$ cat config.mk
export PLATFORM = sky130hd
export DESIGN_NAME = ama_riscv_rf_wb_arbiter_flat
export DESIGN_NICKNAME = d
export VERILOG_FILES = /design/src/rtl/ama_riscv_rf_wb_arbiter_if.sv /design/src/rtl/ama_riscv_rf_wb_arbiter.sv /design/src/flat_wrapper.sv
export SDC_FILE = /design/constraint.sdc
export NUM_CORES = 1
export LEC_CHECK = 0
export ABC_AREA = 1
export CAP_MARGIN = 20
export CORE_UTILIZATION = 34
export CTS_BUF_LIST = sky130_fd_sc_hd__clkbuf_4 sky130_fd_sc_hd__clkbuf_8
export DETAILED_ROUTE_END_ITERATION = 6
export PLACE_DENSITY = 0.91
export SLEW_MARGIN = 5
export SYNTH_ARGS = -nofsm -noshare
export SYNTH_HDL_FRONTEND = slang
export SYNTH_SLANG_ARGS = --single-unit
$ cat constraint.sdc
create_clock -name clk -period 2.9 [get_ports clk]
set_clock_uncertainty 0.2 [all_clocks]
set_input_delay 0.29 -clock clk [delete_from_list [all_inputs] [get_ports clk]]
set_output_delay 0.29 -clock clk [all_outputs]
set_load 0.02 [all_outputs]
$ cat src/rtl/ama_riscv_rf_wb_arbiter_if.sv
// Write-back request bundle between the NUM_REQ producers and the RF write-back arbiter.
// Requester i occupies addr bits [5i+4:5i] and data bits [XLEN*i+XLEN-1:XLEN*i].
interface ama_riscv_rf_wb_arbiter_if #(
    parameter int NUM_REQ = 3,
    parameter int XLEN    = 32
);
    logic [NUM_REQ-1:0]      req_valid;
    logic [NUM_REQ-1:0]      req_ready;
    logic [5*NUM_REQ-1:0]    req_addr;
    logic [XLEN*NUM_REQ-1:0] req_data;

    modport master (
        output req_valid,
        output req_addr,
        output req_data,
        input  req_ready
    );

    modport slave (
        input  req_valid,
        input  req_addr,
        input  req_data,
        output req_ready
    );
endinterface

$ cat src/rtl/ama_riscv_rf_wb_arbiter.sv
// Round-robin write-back arbiter for the RV32I register file write port, with a registered
// output stage. Define RF_ARB_SCOREBOARD_EN to add the pending-write scoreboard and RAW hazard flags.
module ama_riscv_rf_wb_arbiter #(
    parameter int NUM_REQ = 3,
    parameter int XLEN    = 32
) (
    input  logic                 clk,
    input  logic                 rst_n,
    ama_riscv_rf_wb_arbiter_if.slave req,
    output logic                 rf_we,
    output logic [4:0]           rf_addr_d,
    output logic [XLEN-1:0]      rf_data_d,
    input  logic                 rsv_valid,
    input  logic [4:0]           rsv_addr,
    input  logic [4:0]           rd_addr_a,
    input  logic [4:0]           rd_addr_b,
    output logic                 hazard_a,
    output logic                 hazard_b
);
    localparam int PTR_W = $clog2(NUM_REQ);

    logic [PTR_W-1:0] ptr;
    logic [PTR_W-1:0] grant_idx;
    logic             grant_valid;
    logic [4:0]       grant_addr;
    logic [XLEN-1:0]  grant_data;
    logic             wr_nz;

    // Search ptr, ptr+1, ... modulo NUM_REQ; the first valid requester wins.
    always_comb begin : rr_select
        int unsigned idx;
        idx         = 0;
        grant_valid = 1'b0;
        grant_idx   = '0;
        for (int unsigned k = 0; k < NUM_REQ; k++) begin
            idx = 32'(ptr) + k;
            if (idx >= NUM_REQ) idx = idx - NUM_REQ;
            if (!grant_valid && req.req_valid[idx]) begin
                grant_valid = 1'b1;
                grant_idx   = PTR_W'(idx);
            end
        end
    end

    always_comb begin : grant_mux
        req.req_ready = '0;
        grant_addr    = '0;
        grant_data    = '0;
        for (int unsigned i = 0; i < NUM_REQ; i++) begin
            if (grant_valid && grant_idx == PTR_W'(i)) begin
                req.req_ready[i] = 1'b1;
                grant_addr       = req.req_addr[5*i +: 5];
                grant_data       = req.req_data[XLEN*i +: XLEN];
            end
        end
    end

    // A grant is only issued to a valid requester, so grant_valid is the handshake.
    assign wr_nz = grant_valid && (grant_addr != 5'd0);

    always_ff @(posedge clk or negedge rst_n) begin
        if (!rst_n) begin
            ptr       <= '0;
            rf_we     <= 1'b0;
            rf_addr_d <= '0;
            rf_data_d <= '0;
        end else begin
            rf_we <= wr_nz;
            if (grant_valid) begin
                ptr       <= (grant_idx == PTR_W'(NUM_REQ - 1)) ? '0 : grant_idx + 1'b1;
                rf_addr_d <= grant_addr;
                rf_data_d <= grant_data;
            end
        end
    end

`ifdef RF_ARB_SCOREBOARD_EN
    logic [31:1] busy;
    logic [31:1] busy_nxt;

    // Clear first, then set, so a same-cycle reserve of the retiring index keeps it busy.
    always_comb begin
        busy_nxt = busy;
        if (wr_nz) busy_nxt[grant_addr] = 1'b0;
        if (rsv_valid && rsv_addr != 5'd0) busy_nxt[rsv_addr] = 1'b1;
    end

    always_ff @(posedge clk or negedge rst_n) begin
        if (!rst_n) busy <= '0;
        else        busy <= busy_nxt;
    end

    // The output-stage term covers the cycle between handshake and the actual RF write.
    assign hazard_a = (rd_addr_a != 5'd0) &&
                      (busy[rd_addr_a] || (rf_we && rf_addr_d == rd_addr_a));
    assign hazard_b = (rd_addr_b != 5'd0) &&
                      (busy[rd_addr_b] || (rf_we && rf_addr_d == rd_addr_b));
`else
    logic unused_sb_inputs;
    assign unused_sb_inputs = ^{rsv_valid, rsv_addr, rd_addr_a, rd_addr_b};
    assign hazard_a = 1'b0;
    assign hazard_b = 1'b0;
`endif

endmodule

$ cat src/flat_wrapper.sv
// flat-port wrapper written by rule: the top's interface ports become plain ports
module ama_riscv_rf_wb_arbiter_flat 
#(
    parameter int NUM_REQ = 3,
    parameter int XLEN    = 32
)
  (clk, rst_n, rf_we, rf_addr_d, rf_data_d, rsv_valid, rsv_addr, rd_addr_a, rd_addr_b, hazard_a, hazard_b, req_req_valid, req_req_addr, req_req_data, req_req_ready);
  ama_riscv_rf_wb_arbiter_if #(.NUM_REQ(NUM_REQ), .XLEN(XLEN)) req_i ();
  input  logic clk;
  input  logic rst_n;
  output logic rf_we;
  output logic [4:0] rf_addr_d;
  output logic [XLEN-1:0] rf_data_d;
  input  logic rsv_valid;
  input  logic [4:0] rsv_addr;
  input  logic [4:0] rd_addr_a;
  input  logic [4:0] rd_addr_b;
  output logic hazard_a;
  output logic hazard_b;
  input wire logic [$bits(req_i.req_valid)-1:0] req_req_valid;
  input wire logic [$bits(req_i.req_addr)-1:0] req_req_addr;
  input wire logic [$bits(req_i.req_data)-1:0] req_req_data;
  output wire logic [$bits(req_i.req_ready)-1:0] req_req_ready;
  assign req_i.req_valid = req_req_valid;
  assign req_i.req_addr = req_req_addr;
  assign req_i.req_data = req_req_data;
  assign req_req_ready = req_i.req_ready;
  ama_riscv_rf_wb_arbiter #(.NUM_REQ(NUM_REQ), .XLEN(XLEN)) u_core (.clk(clk), .rst_n(rst_n), .req(req_i), .rf_we(rf_we), .rf_addr_d(rf_addr_d), .rf_data_d(rf_data_d), .rsv_valid(rsv_valid), .rsv_addr(rsv_addr), .rd_addr_a(rd_addr_a), .rd_addr_b(rd_addr_b), .hazard_a(hazard_a), .hazard_b(hazard_b));
endmodule
==> metrics.txt, run 1 <==
status finished clean; Chip Height about 83 um; H-tree levels 2; # fillers roughly 530; pin count of the biggest net entering global routing 41; Die X-Extent around 83 um; Post-Synthesis Cells about 260; DR vias between 2k and 2.5k; GP Congestion 0.834; sequential element share of the synthesized area between 40% and 50%; R2R depth 12; antenna cells 0; count of cell types in the netlist 26; synth warn 0; pwr dens roughly 1300 nW/um2; TritonCTS buffer count 5; post-route ant nets 0; synth top area cells dfrtp_1 45%, nand2_1 16%, a22oi_2 11%, nand3_1 9.4%, a22oi_1 4.0%; unrepaired setup endpoints after global routing false; Final Cycle Share 90.8%; reg2reg start u_core.ptr[0]; synthesized area between 2000 and 2500 um2; Floorplan Core Area 6350 um2; vias in the first global route roughly 2.6k; clk root buf clkbuf_8; post-layout util 62.0%; DRC 0; Synth async-reset ratio 100%; post-DR vias/cell 4.98; Synth Area in Compound Gates roughly 19%; worst relative slew slack 41.4%; Placement Cell Area 3840 um2; HP Class reg -> reg; max incr delay on CP ~400 ps; leakage power 1.69 nW; Initial Util 35.4%; Yosys reg bits 40; TritonCTS clock tree built; Worst Tran Pin Value about 880 ps; initial antenna violation count 0; top_reg_cell synth dfrtp_1; share of post-route cells with drive strength above 1 between 10% and 20%; Finished Cell Area around 4000 um2; syn_area_per_cell about 8.6 um2; critical path peak fanout 7; final setup vio count 0; type of origin of the critical path register; Post-synth EDFFs 0; Wirelength per Cell between 10 and 15 um; post-synthesis mux area share 0%; most instantiated cells after synthesis 93 x nand2_1, 42 x nand3_1, 40 x dfrtp_1; count of input and output buffers between 150 and 200; post-synthesis simple-gate area fraction between 20% and 30%; cell depth of the worst hold path 1; crit end category output pin; final setup TNS 0 ps; Final HPWL DP 5.47 mm; worst-path cell chain inv_1, ha_2, inv_2, nand2_1, nand2_1, a21oi_2, nand4_1, nand2_2, dlygate4sd2_1; grt ovf 0; setup bufs post-CTS 0; Site Rows 29; Layout Nets between 500 and 600; top-area cell type share of the netlist area roughly 45%; Clock Latency Late Sink 280 ps; leading area contributor after synthesis dfrtp_1; fin. max-slew vios 0; DR iter-0 viols between 60 and 70; count leader, synth nand2_1; io pins about 180; All-Layer GR Usage 21.2%; maxcap violations 0; Worst-path clk slew roughly 80 ps; FF-to-FF End u_core.rf_we; Worst path top cell family by delay buffers and inverters; Slowest-stage cell, CP ha_2; min-delay src u_core.rf_addr_d[3]; Clock Sinks 40; Synth-to-Final Area Change 75.2%; fin worst setup slack roughly 270 ps; CP bufs+invs 3; Die Footprint 6930 um2; Peak supply drop ~1100 uV; routed wire length between 7 and 8 mm; Worst Path Class, Setup reg -> out; most used cell along the critical path nand2_1; pre-CTS WS 130 ps; DR pass1 iterations 4; CP arrival roughly 2100 ps; reg-to-reg slack, setup 280 ps; WP data required between 2000 and 2500 ps; min Tclk post-route approximately 2600 ps; largest family of logic cells by synthesized area simple AND/OR/NAND/NOR gates; clock buffer depth 2; Post-Synth Adder-Cell Area under 10%; Hold Path End u_core.rf_addr_d[3]; XOR/XNOR Fraction of Synth Area 0%; final hold violation count 0; max frequency about 0.38 GHz; first-pass GRT wire length roughly 12 mm
[state kept, by name, indices dropped and copies added (netlist names)]
register and flops:
u_core.rf_we 1, u_core.rf_data_d 32, u_core.rf_addr_d 5, u_core.ptr 2
[repair_timing]
| item | CTS | global route |
|---|---|---|
| hold buffers | 1 | 0 |
| gates resized for setup | 3 | 5 |
| setup endpoints to repair | 3 | 4 |
| endpoints found under the hold margin | 40 | 0 |
[how the worst max path moves through the flow]
stage | start | end | slack [ps] | depth (start not counted)
floorplan | u_core.ptr[0] | u_core.rf_data_d[10] | 750 | 13
global placement | req_req_valid[2] | req_req_ready[0] | 210 | 8
detailed placement | req_req_valid[2] | req_req_ready[0] | 130 | 8
CTS | u_core.ptr[0] | req_req_ready[2] | 40 | 9
global route | u_core.ptr[0] | u_core.rf_we | 20 | 12
finish | u_core.ptr[0] | req_req_ready[1] | 270 | 9
[cell usage in the layout (no fill, tap or decap), types with 2 or more instances in the layout]
cell,n
a22oi_2,20
a21oi_2,2
nand4_1,2
conb_1,2
inv_1,9
nor2_1,3
clkbuf_8,5
inv_2,3
a21o_1,4
dfrtp_1,40
clkdlybuf4s50_1,152
ha_1,2
nand3_1,42
nand2_1,93
nand2_2,3
a22oi_1,12
buf_4,3
[cell type report]
class / instances / area [um2] / area share, %
clock buffer: 5 / 68.8 / 1.75
clock inverter: 2 / 12.5 / 0.318
inverter: 12 / 45.0 / 1.15
multi-input combinational: 194 / 1090 / 27.8
sequential: 40 / 1000 / 25.4
tap: 77 / 96.3 / 2.45
timing repair buffer: 162 / 1620 / 41.1
[where the power goes]
group / internal (W) / switching, W / total, W / leakage [nW]
Sequential: 0.000892 / 0.000159 / 0.00105 / 0.470
Clock: 0.000163 / 0.000184 / 0.000346 / 0.0400
Combinational: 0.00152 / 0.00216 / 0.00368 / 1.18
Total: 0.00257 / 0.00250 / 0.00508 / 1.69
[through the flow]
| stage | std cells | hold slack (ps) | power [W] |
|---|---|---|---|
| 2_1_floorplan | 263 | -206 | 0.00353 |
| 3_3_place_gp | 484 | 254 | 0.00462 |
| 3_5_place_dp | 484 | 263 | 0.00480 |
| 4_1_cts | 492 | 282 | 0.00515 |
| 5_1_grt | 492 | 317 | 0.00551 |
| 6_report | 492 | 276 | 0.00508 |
[worst reg2reg max path: stages, from the launching register on]
cell,delay [ps]
dfrtp_1,360
inv_1,80
ha_2,410
inv_2,50
nand2_1,50
nand2_1,60
a21oi_2,190
nand4_1,160
nand2_2,150
buf_4,460
nand2_1,80
and3_1,210
nand3_1,80
[layer usage]
layer	share of wire, %	track usage, %	wire length [um]	vias up
li1	-	-	-	1191
met1	38	22.4	2740	1147
met2	53	39.9	3800	103
met3	6.9	5.57	492	8
met4	1.5	7.84	107	0
met5	0	0	0	-
[logic make-up after synthesis]
kind of cell | count (synthesis)
simple gates | 146
compound gates | 43
flops | 40
buf+inv | 29
fa+ha+maj | 3
other cells | 1
No activity file was read; power rests on OpenSTA's default activity.
==> run 2: changes to the inputs <==
--- a/config.mk
+++ b/config.mk
@@ -11,6 +11,7 @@
 export CTS_BUF_LIST = sky130_fd_sc_hd__clkbuf_4 sky130_fd_sc_hd__clkbuf_8
 export DETAILED_ROUTE_END_ITERATION = 6
 export PLACE_DENSITY = 0.91
+export SKIP_LAST_GASP = 1
 export SLEW_MARGIN = 5
 export SYNTH_ARGS = -nofsm -noshare
 export SYNTH_HDL_FRONTEND = slang
==> results of run 2 <==
The final DEF is identical to that of run 1; final timing and power are the same.
